<file path="src/rtl/debounced_gate_pkg.sv">
// Shared types and helpers for the debounced N-input switch gate.
// The optional edge counter is enabled by defining EDGE_COUNT_EN.
package debounced_gate_pkg;

    typedef enum logic [1:0] {
        MODE_AND  = 2'b00,
        MODE_OR   = 2'b01,
        MODE_XOR  = 2'b10,
        MODE_NAND = 2'b11
    } gate_mode_t;

    // Debounce counter width: $clog2(cycles), never narrower than one bit.
    function automatic int deb_cnt_width(input int cycles);
        return (cycles < 2) ? 1 : $clog2(cycles);
    endfunction

endpackage

</file>
<file path="src/rtl/debounced_gate_n_switch_debouncer.sv">
// One switch channel: two-flop synchroniser followed by a stable-count debouncer.
// The debounced level only follows the synchronised input after DEB_CYCLES agreeing samples.
module switch_debouncer
    import debounced_gate_pkg::*;
#(
    parameter int DEB_CYCLES = 4
) (
    input  logic clk,
    input  logic rst_n,
    input  logic sw,
    output logic db
);

    localparam int            CW       = deb_cnt_width(DEB_CYCLES);
    localparam logic [CW-1:0] CNT_LAST = CW'(DEB_CYCLES - 1);

    logic          sync1_reg;
    logic          s_reg;
    logic [CW-1:0] c_reg;
    logic [CW-1:0] c_next;
    logic          db_reg;
    logic          db_next;

    always_ff @(posedge clk or negedge rst_n) begin
        if (!rst_n) begin
            sync1_reg <= 1'b0;
            s_reg     <= 1'b0;
            c_reg     <= '0;
            db_reg    <= 1'b0;
        end else begin
            sync1_reg <= sw;
            s_reg     <= sync1_reg;
            c_reg     <= c_next;
            db_reg    <= db_next;
        end
    end

    // A sample that agrees with the accepted level restarts the count, so short pulses vanish.
    always_comb begin
        c_next  = c_reg;
        db_next = db_reg;
        if (s_reg == db_reg) begin
            c_next = '0;
        end else if (c_reg == CNT_LAST) begin
            db_next = s_reg;
            c_next  = '0;
        end else begin
            c_next = c_reg + CW'(1);
        end
    end

    assign db = db_reg;

endmodule

</file>
<file path="src/rtl/debounced_gate_n.sv">
// N debounced switches combined by a run-time selected AND/OR/XOR/NAND into a registered LED.
// Define EDGE_COUNT_EN to add the cnt port counting rising edges of the LED output.
module debounced_gate_n
    import debounced_gate_pkg::*;
#(
    parameter int N          = 3,
    parameter int DEB_CYCLES = 4,
    parameter int CNT_W      = 8
) (
    input  logic             clk,
    input  logic             rst_n,
    input  logic [N-1:0]     sw,
    input  logic [1:0]       mode,
`ifdef EDGE_COUNT_EN
    output logic [CNT_W-1:0] cnt,
`endif
    output logic             l
);

    if (N < 2 || DEB_CYCLES < 1 || CNT_W < 1) begin : g_bad_params
        $error("debounced_gate_n: N must be >= 2, DEB_CYCLES >= 1, CNT_W >= 1");
    end

    logic [N-1:0] db;
    logic         l_reg;
    logic         l_next;

    for (genvar gi = 0; gi < N; gi++) begin : g_chan
        switch_debouncer #(
            .DEB_CYCLES (DEB_CYCLES)
        ) u_deb (
            .clk   (clk),
            .rst_n (rst_n),
            .sw    (sw[gi]),
            .db    (db[gi])
        );
    end

    // mode is already synchronous to clk, so it drives the mux directly.
    always_comb begin
        l_next = 1'b0;
        case (gate_mode_t'(mode))
            MODE_AND:  l_next = &db;
            MODE_OR:   l_next = |db;
            MODE_XOR:  l_next = ^db;
            MODE_NAND: l_next = ~&db;
            default:   l_next = 1'b0;
        endcase
    end

    always_ff @(posedge clk or negedge rst_n) begin
        if (!rst_n) begin
            l_reg <= 1'b0;
        end else begin
            l_reg <= l_next;
        end
    end

    assign l = l_reg;

`ifdef EDGE_COUNT_EN
    logic [CNT_W-1:0] cnt_reg;

    // Counts registered 0->1 transitions; wraps naturally at 2^CNT_W.
    always_ff @(posedge clk or negedge rst_n) begin
        if (!rst_n) begin
            cnt_reg <= '0;
        end else if (!l_reg && l_next) begin
            cnt_reg <= cnt_reg + CNT_W'(1);
        end
    end

    assign cnt = cnt_reg;
`endif

endmodule

</file>
<file path="config.mk">
export PLATFORM = sky130hd
export DESIGN_NAME = debounced_gate_n
export DESIGN_NICKNAME = d
export VERILOG_FILES = /design/src/rtl/debounced_gate_pkg.sv /design/src/rtl/debounced_gate_n_switch_debouncer.sv /design/src/rtl/debounced_gate_n.sv
export SDC_FILE = /design/constraint.sdc
export NUM_CORES = 1
export LEC_CHECK = 0
export ABC_AREA = 1
export CAP_MARGIN = 25
export CORE_ASPECT_RATIO = 0.7
export CORE_UTILIZATION = 35
export DETAILED_ROUTE_END_ITERATION = 7
export GPL_TIMING_DRIVEN = 0
export HOLD_SLACK_MARGIN = 0.15
export SYNTH_ARGS = -nofsm -noshare
export SYNTH_HDL_FRONTEND = slang
export SYNTH_HIERARCHICAL = 1
export SYNTH_SLANG_ARGS = --single-unit
</file>
<file path="constraint.sdc">
create_clock -name clk -period 1 [get_ports clk]
set_input_delay 0.2 -clock clk [delete_from_list [all_inputs] [get_ports clk]]
set_output_delay 0.2 -clock clk [all_outputs]
set_load 0.1 [all_outputs]
</file>
==> metrics <==
Netlist cell types=9; Sink Count=16; CP cell instances=buf_4, ha_4, inv_2, nand2_1, a21oi_2, nor2_1; IO Pins=8; register area share after synthesis=59.5%; Setup Skew=0.00396 ns; Final setup viols=3; Clk pin slew, worst setup/hold paths=0.09 ns; Inserted Clock Buffers=3; CP Launch Point=g_chan[1].u_deb/db; Worst Path Arrival=1.28 ns; IR drop worst, VDD=1.67 mV; Static Leak=0.466 nW; Critical Path RT=1.18 ns; routing usage on met1=14.1%; Cell Pwr Density=2670 nW/um^2; failing checks=setup timing; Port Buffers=7; GR peak layer=met2; CTS H-tree lvls=1; fin nets=102; mean post-synth cell area=9.22 um^2; via count=464; initial antenna violation count=0; Total Routed Length=1060 um; Max Freq=911 MHz; Total GRT Usage=12.7%; GR Overflow Total=0; Mapped Cells=73; Max Cap Viol=0; DRC errors left=0; Crit path largest cell delay=0.42 ns; Syn Std Cell Area=673 um^2; Cell Area, Placed=771 um^2; worst setup path endpoint=l; HP Class=input port to asynchronous set/reset pin; vias per cell=4.22; Routed Antenna Nets=0; Slew HR=52.7%; M2 GR Usage=18.9%; Synth top area share=59.5%; Post-Place Cells=101; unrepaired setup endpoints after global routing=yes; Worst-Margin Slew=0.707 ns; worst reg2reg startpoint=g_chan[1].u_deb/db; WS Path Type=register to register; TNS Setup=-0.179 ns; Die Y=38.7 um; post-route non-filler standard cell count=110; CP Capture Type=register; Final HPWL DP=671 um; CP max stage cell=dfrtp_1; R2R depth=6; Startpoint Class=register; Yosys top cell by area=dfrtp_1; area of the die=2110 um^2; reg2reg setup slack=-0.1 ns; final setup margin=-0.0978 ns; Root Buffer=clkbuf_4; clk_lat worst skew=0.28 ns; drt pass-1 iters=4; number of diodes=0; first-pass GRT wire length=1660 um; Slew Viols, Final=0; worst-case clock buffer depth=2; core area=1700 um^2; Synthesized Nets=85; layout cells sized above 1=28.1%; status=finished with violations; min cycle time layout=1.10 ns; #FFs+latches synth=16; Final Cycle Share=110%; top cells by area, synth=dfrtp_1, nand2_1, inv_1; GPL Wtd Cong=0.679; most frequent cells in the layout=nand2_1, dfrtp_1, inv_1, nor2_1, clkdlybuf4s50_1; Cell Rows=12; met3 Use GR=7.06%; r2r endpoint=l; Iteration-0 DRC Markers=4; design area=903 um^2; synthesis-to-finish area growth=34.2%; Routed WL per cell=9.63 um; Fin. Hold Viols=0; CTS tree=done; yosys warns=6; vias in the first global route=415; Pwr Total=2.42 mW; crit path max fanout=3; Die Wd=54.4 um; Initial Utilization=39.7%; pre-CTS WS=-0.637 ns; largest net degree at the start of global routing=17; max FFs per register=6
==> worst min-delay path by stage <==
stage,to,slack [ns],cells after the start
after floorplan,g_chan[0].u_deb/c_reg[0],-0.1,0
after global routing,g_chan[1].u_deb/sync1_reg,0.33,1
after global placement,g_chan[1].u_deb/s_reg,0.33,0
final,g_chan[2].u_deb/s_reg,0.33,1
after CTS,g_chan[0].u_deb/sync1_reg,0.34,1
after detailed placement,g_chan[2].u_deb/s_reg,0.33,0
==> repair_timing <==
item | 4_1_cts | 5_1_grt
pin swaps | 5 | 7
hold buffers | 0 | 0
resized for setup | 15 | 11
endpoints found under the setup margin | 4 | 6
buffers inserted | 5 | 0
==> metal layers <==
metal / up-vias / share of wire, %
li1: 243 / -
met1: 208 / 44
met2: 9 / 49
met3: 4 / 5.2
met4: 0 / 1.8
met5: - / 0
==> synth_stat cells <==
library cell / count
a21oi_1: 1
ha_1: 5
dfrtp_1: 16
nand3_1: 2
nor2_1: 7
or2_0: 3
nand2_1: 19
inv_1: 17
o21ai_0: 3
==> worst max-delay path: cells and delay by family, from the launching register on <==
kind / cells / cell delay (ns)
buf+inv: 2 / 0.20
fa+ha+maj: 1 / 0.14
flops: 1 / 0.42
compound gates: 1 / 0.12
simple gates: 2 / 0.12
==> per-stage QoR <==
step                util, %  hold slack, ns
global placement       45.4           0.334
finish                 53.2           0.335
CTS                    51.7           0.342
detailed placement     45.4           0.335
floorplan                 -         -0.0956
global route           53.2           0.329
==> kinds of logic after synthesis <==
family                   count (synthesis)  synth area share [%]
flip-flops                              16                  59.5
AND/OR/NAND/NOR                         31                  18.8
adder cells (fa/ha/maj)                  5                  9.29
AO/OA/AOI/OAI                            4                  2.97
buffers and inverters                   17                  9.48
==> layout make-up <==
class | count | area, um^2
fill | 154 | 793
sequential | 16 | 402
multi-input combinational | 40 | 255
timing repair buffer | 12 | 120
inverter | 17 | 63.8
clock buffer | 4 | 36.3
tap | 21 | 26.3
==> where the power goes <==
| part | leakage [nW] | switching, mW | internal (mW) |
|---|---|---|---|
| logic | 0.250 | 0.569 | 0.472 |
| registers | 0.195 | 0.119 | 0.837 |
| clock network | 0.0210 | 0.196 | 0.221 |
| total | 0.466 | 0.884 | 1.53 |
Power figures use the tool's default switching activity.
==> variant (config.mk and constraints unchanged) <==
Build with the macro `EDGE_COUNT_EN` defined.
--- a/src/rtl/debounced_gate_n.sv
+++ b/src/rtl/debounced_gate_n.sv
@@ -1,5 +1,7 @@
 // N debounced switches combined by a run-time selected AND/OR/XOR/NAND into a registered LED.
 // Define EDGE_COUNT_EN to add the cnt port counting rising edges of the LED output.
+`define EDGE_COUNT_EN
+
 module debounced_gate_n
     import debounced_gate_pkg::*;
 #(
Formal check against the unedited RTL (old outputs only; new: cnt): equivalent (equiv_simple and equiv_induct, registers matched by name and starting in step).
==> variant against the original RTL <==
The flow still finishes with violations (setup timing). Synthesized cell count increased by 90%. Wire length increased by 120%. Area after synthesis increased by 77%. Sequential cell count increased by 8. Worst setup slack got worse by 330 ps. Count of clock-buffer cells in the layout decreased by 1. Clock skew about the same. Total power increased by 110%. Cell area increased by 95%. Largest power group unchanged. Global-route usage increased by 1.7 points.
==> variant: results (changes against the original RTL) <==
| Metric | Value |
|---|---|
| Outcome | `finished, violations left` |
| CTS root buffer | `clkbuf_8` |
| Switching Share | `0.427 (+0.0605)` |
| Worst-Skew Late Latency | `260 ps (-20 ps)` |
| Total GRT Usage | `0.144 (+0.0171)` |
| Final setup vio count | `20 (+17)` |
| Synth unique cells | `20 (+11)` |
| Largest stage delay, worst path | `390 ps (-30 ps)` |
| # nets final | `188 (+84%)` |
| IO Port Bufs | `15 (+8)` |
| Worst Max-Slew Pin Slew | `492 ps (-215 ps)` |
| Synth top cells by count | `nand2_1 (43), dfrtp_1 (24), inv_1 (21)` |
| Data arrival, critical path | `1580 ps (+300 ps)` |
| Fill cells | `266 (+73%)` |
| Syn nets | `152 (+79%)` |
| Share of cells above drive strength 1 | `0.339 (+0.0582)` |
| Largest net degree at the start of global routing | `16 (-1)` |
| Initial DRC count | `38 (+34)` |
| Max reg flops | `8 (+2)` |
| Seq/Total Area, Yosys | `0.503 (-0.0917)` |
| Setup WS post-layout | `-428 ps (-330 ps)` |
| CP max FO | `4 (+1)` |
| Placed Area | `1430 µm² (+86%)` |
| VDD IR-drop max | `1350 µV (-19%)` |
| Worst path top cell family by delay | `simple AND/OR/NAND/NOR gates` |
| Failing checks | `setup timing` |
| Placer Congestion | `0.791 (+16%)` |
==> variant: changes by cell type in the layout (fill, tap and decap cells not counted), moves of 5 or more <==
| cell | unedited run | this run |
|---|---|---|
| nand4_1 | 0 | 5 |
| buf_4 | 3 | 12 |
| inv_1 | 13 | 18 |
| nand3_1 | 2 | 9 |
| buf_12 | 0 | 9 |
| nand2_1 | 15 | 40 |
==> variant: area by class of cell <==
class	instances	area, µm²	share of cell area
flip-flops and latches	24	622	0.352
multi-input cells	92	559	0.317
repair buffers	31	379	0.215
inverters	23	86.3	0.0489
well taps	38	47.5	0.0269
clock buffers	3	41.3	0.0234
clock inverters	1	30.0	0.0170
==> variant: cell families (layout without fill, tap and decap cells) <==
kind of cell               Yosys count  after routing  share of synthesized area
and+or+nand+nor                     79             79                      0.313
adders and majority gates            6              6                     0.0629
AOI/OAI and AO/OA                    5              5                     0.0335
buffers and inverters               23             58                     0.0723
DFF                                 24             24                      0.503
xor gates and xnor gates             2              2                     0.0147
==> variant: repair_timing <==
action,4_1_cts,5_1_grt
cloned,0,0
endpoints found under the setup margin,18,23
gates resized for setup,85,13
pin swaps,7,7
setup buffers,9,6
==> variant: layer usage <==
metal,global-route usage,vias up,routed length [µm]
met5,0,-,0
li1,-,501,-
met3,0.0513,4,109
met4,0.0392,0,17
met2,0.241,25,1150
met1,0.178,452,1080
==> variant: power by group through the flow <==
| stage | Sequential [W] | Clock, W | Combinational, W |
|---|---|---|---|
| after floorplan | 0.00217 | 0 | 0.000923 |
| after global placement | 0.00153 | 0 | 0.00198 |
| after detailed placement | 0.00154 | 0 | 0.00203 |
| after CTS | 0.00156 | 0.000853 | 0.00245 |
| after global routing | 0.00160 | 0.000904 | 0.00296 |
| final | 0.00155 | 0.000820 | 0.00272 |
==> variant: worst paths after layout <==
check                                           from                     to  depth (start not counted)
min                                            rst_n  g_chan[0].u_deb/s_reg                          1
max reg2reg                       g_chan[0].u_deb/db                 cnt[5]                          8
max in group asynchronous                      rst_n                      l                          2
min in group clk           g_chan[2].u_deb/sync1_reg  g_chan[2].u_deb/s_reg                          0
max                               g_chan[0].u_deb/db                 cnt[5]                          8
min reg2reg                g_chan[2].u_deb/sync1_reg  g_chan[2].u_deb/s_reg                          0
==> variant: per-stage QoR <==
step | setup TNS, ps | total power (W) | std cells | hold WS (ps) | setup slack (ps)
finish | -4480 | 0.00509 | 212 | 263 | -428
global route | -5860 | 0.00547 | 212 | 280 | -522
CTS | -4740 | 0.00486 | 206 | 271 | -438
detailed placement | -11990 | 0.00358 | 193 | 335 | -766
global placement | -23620 | 0.00350 | 192 | 333 | -768
floorplan | -2810 | 0.00309 | 139 | -95.6 | -337
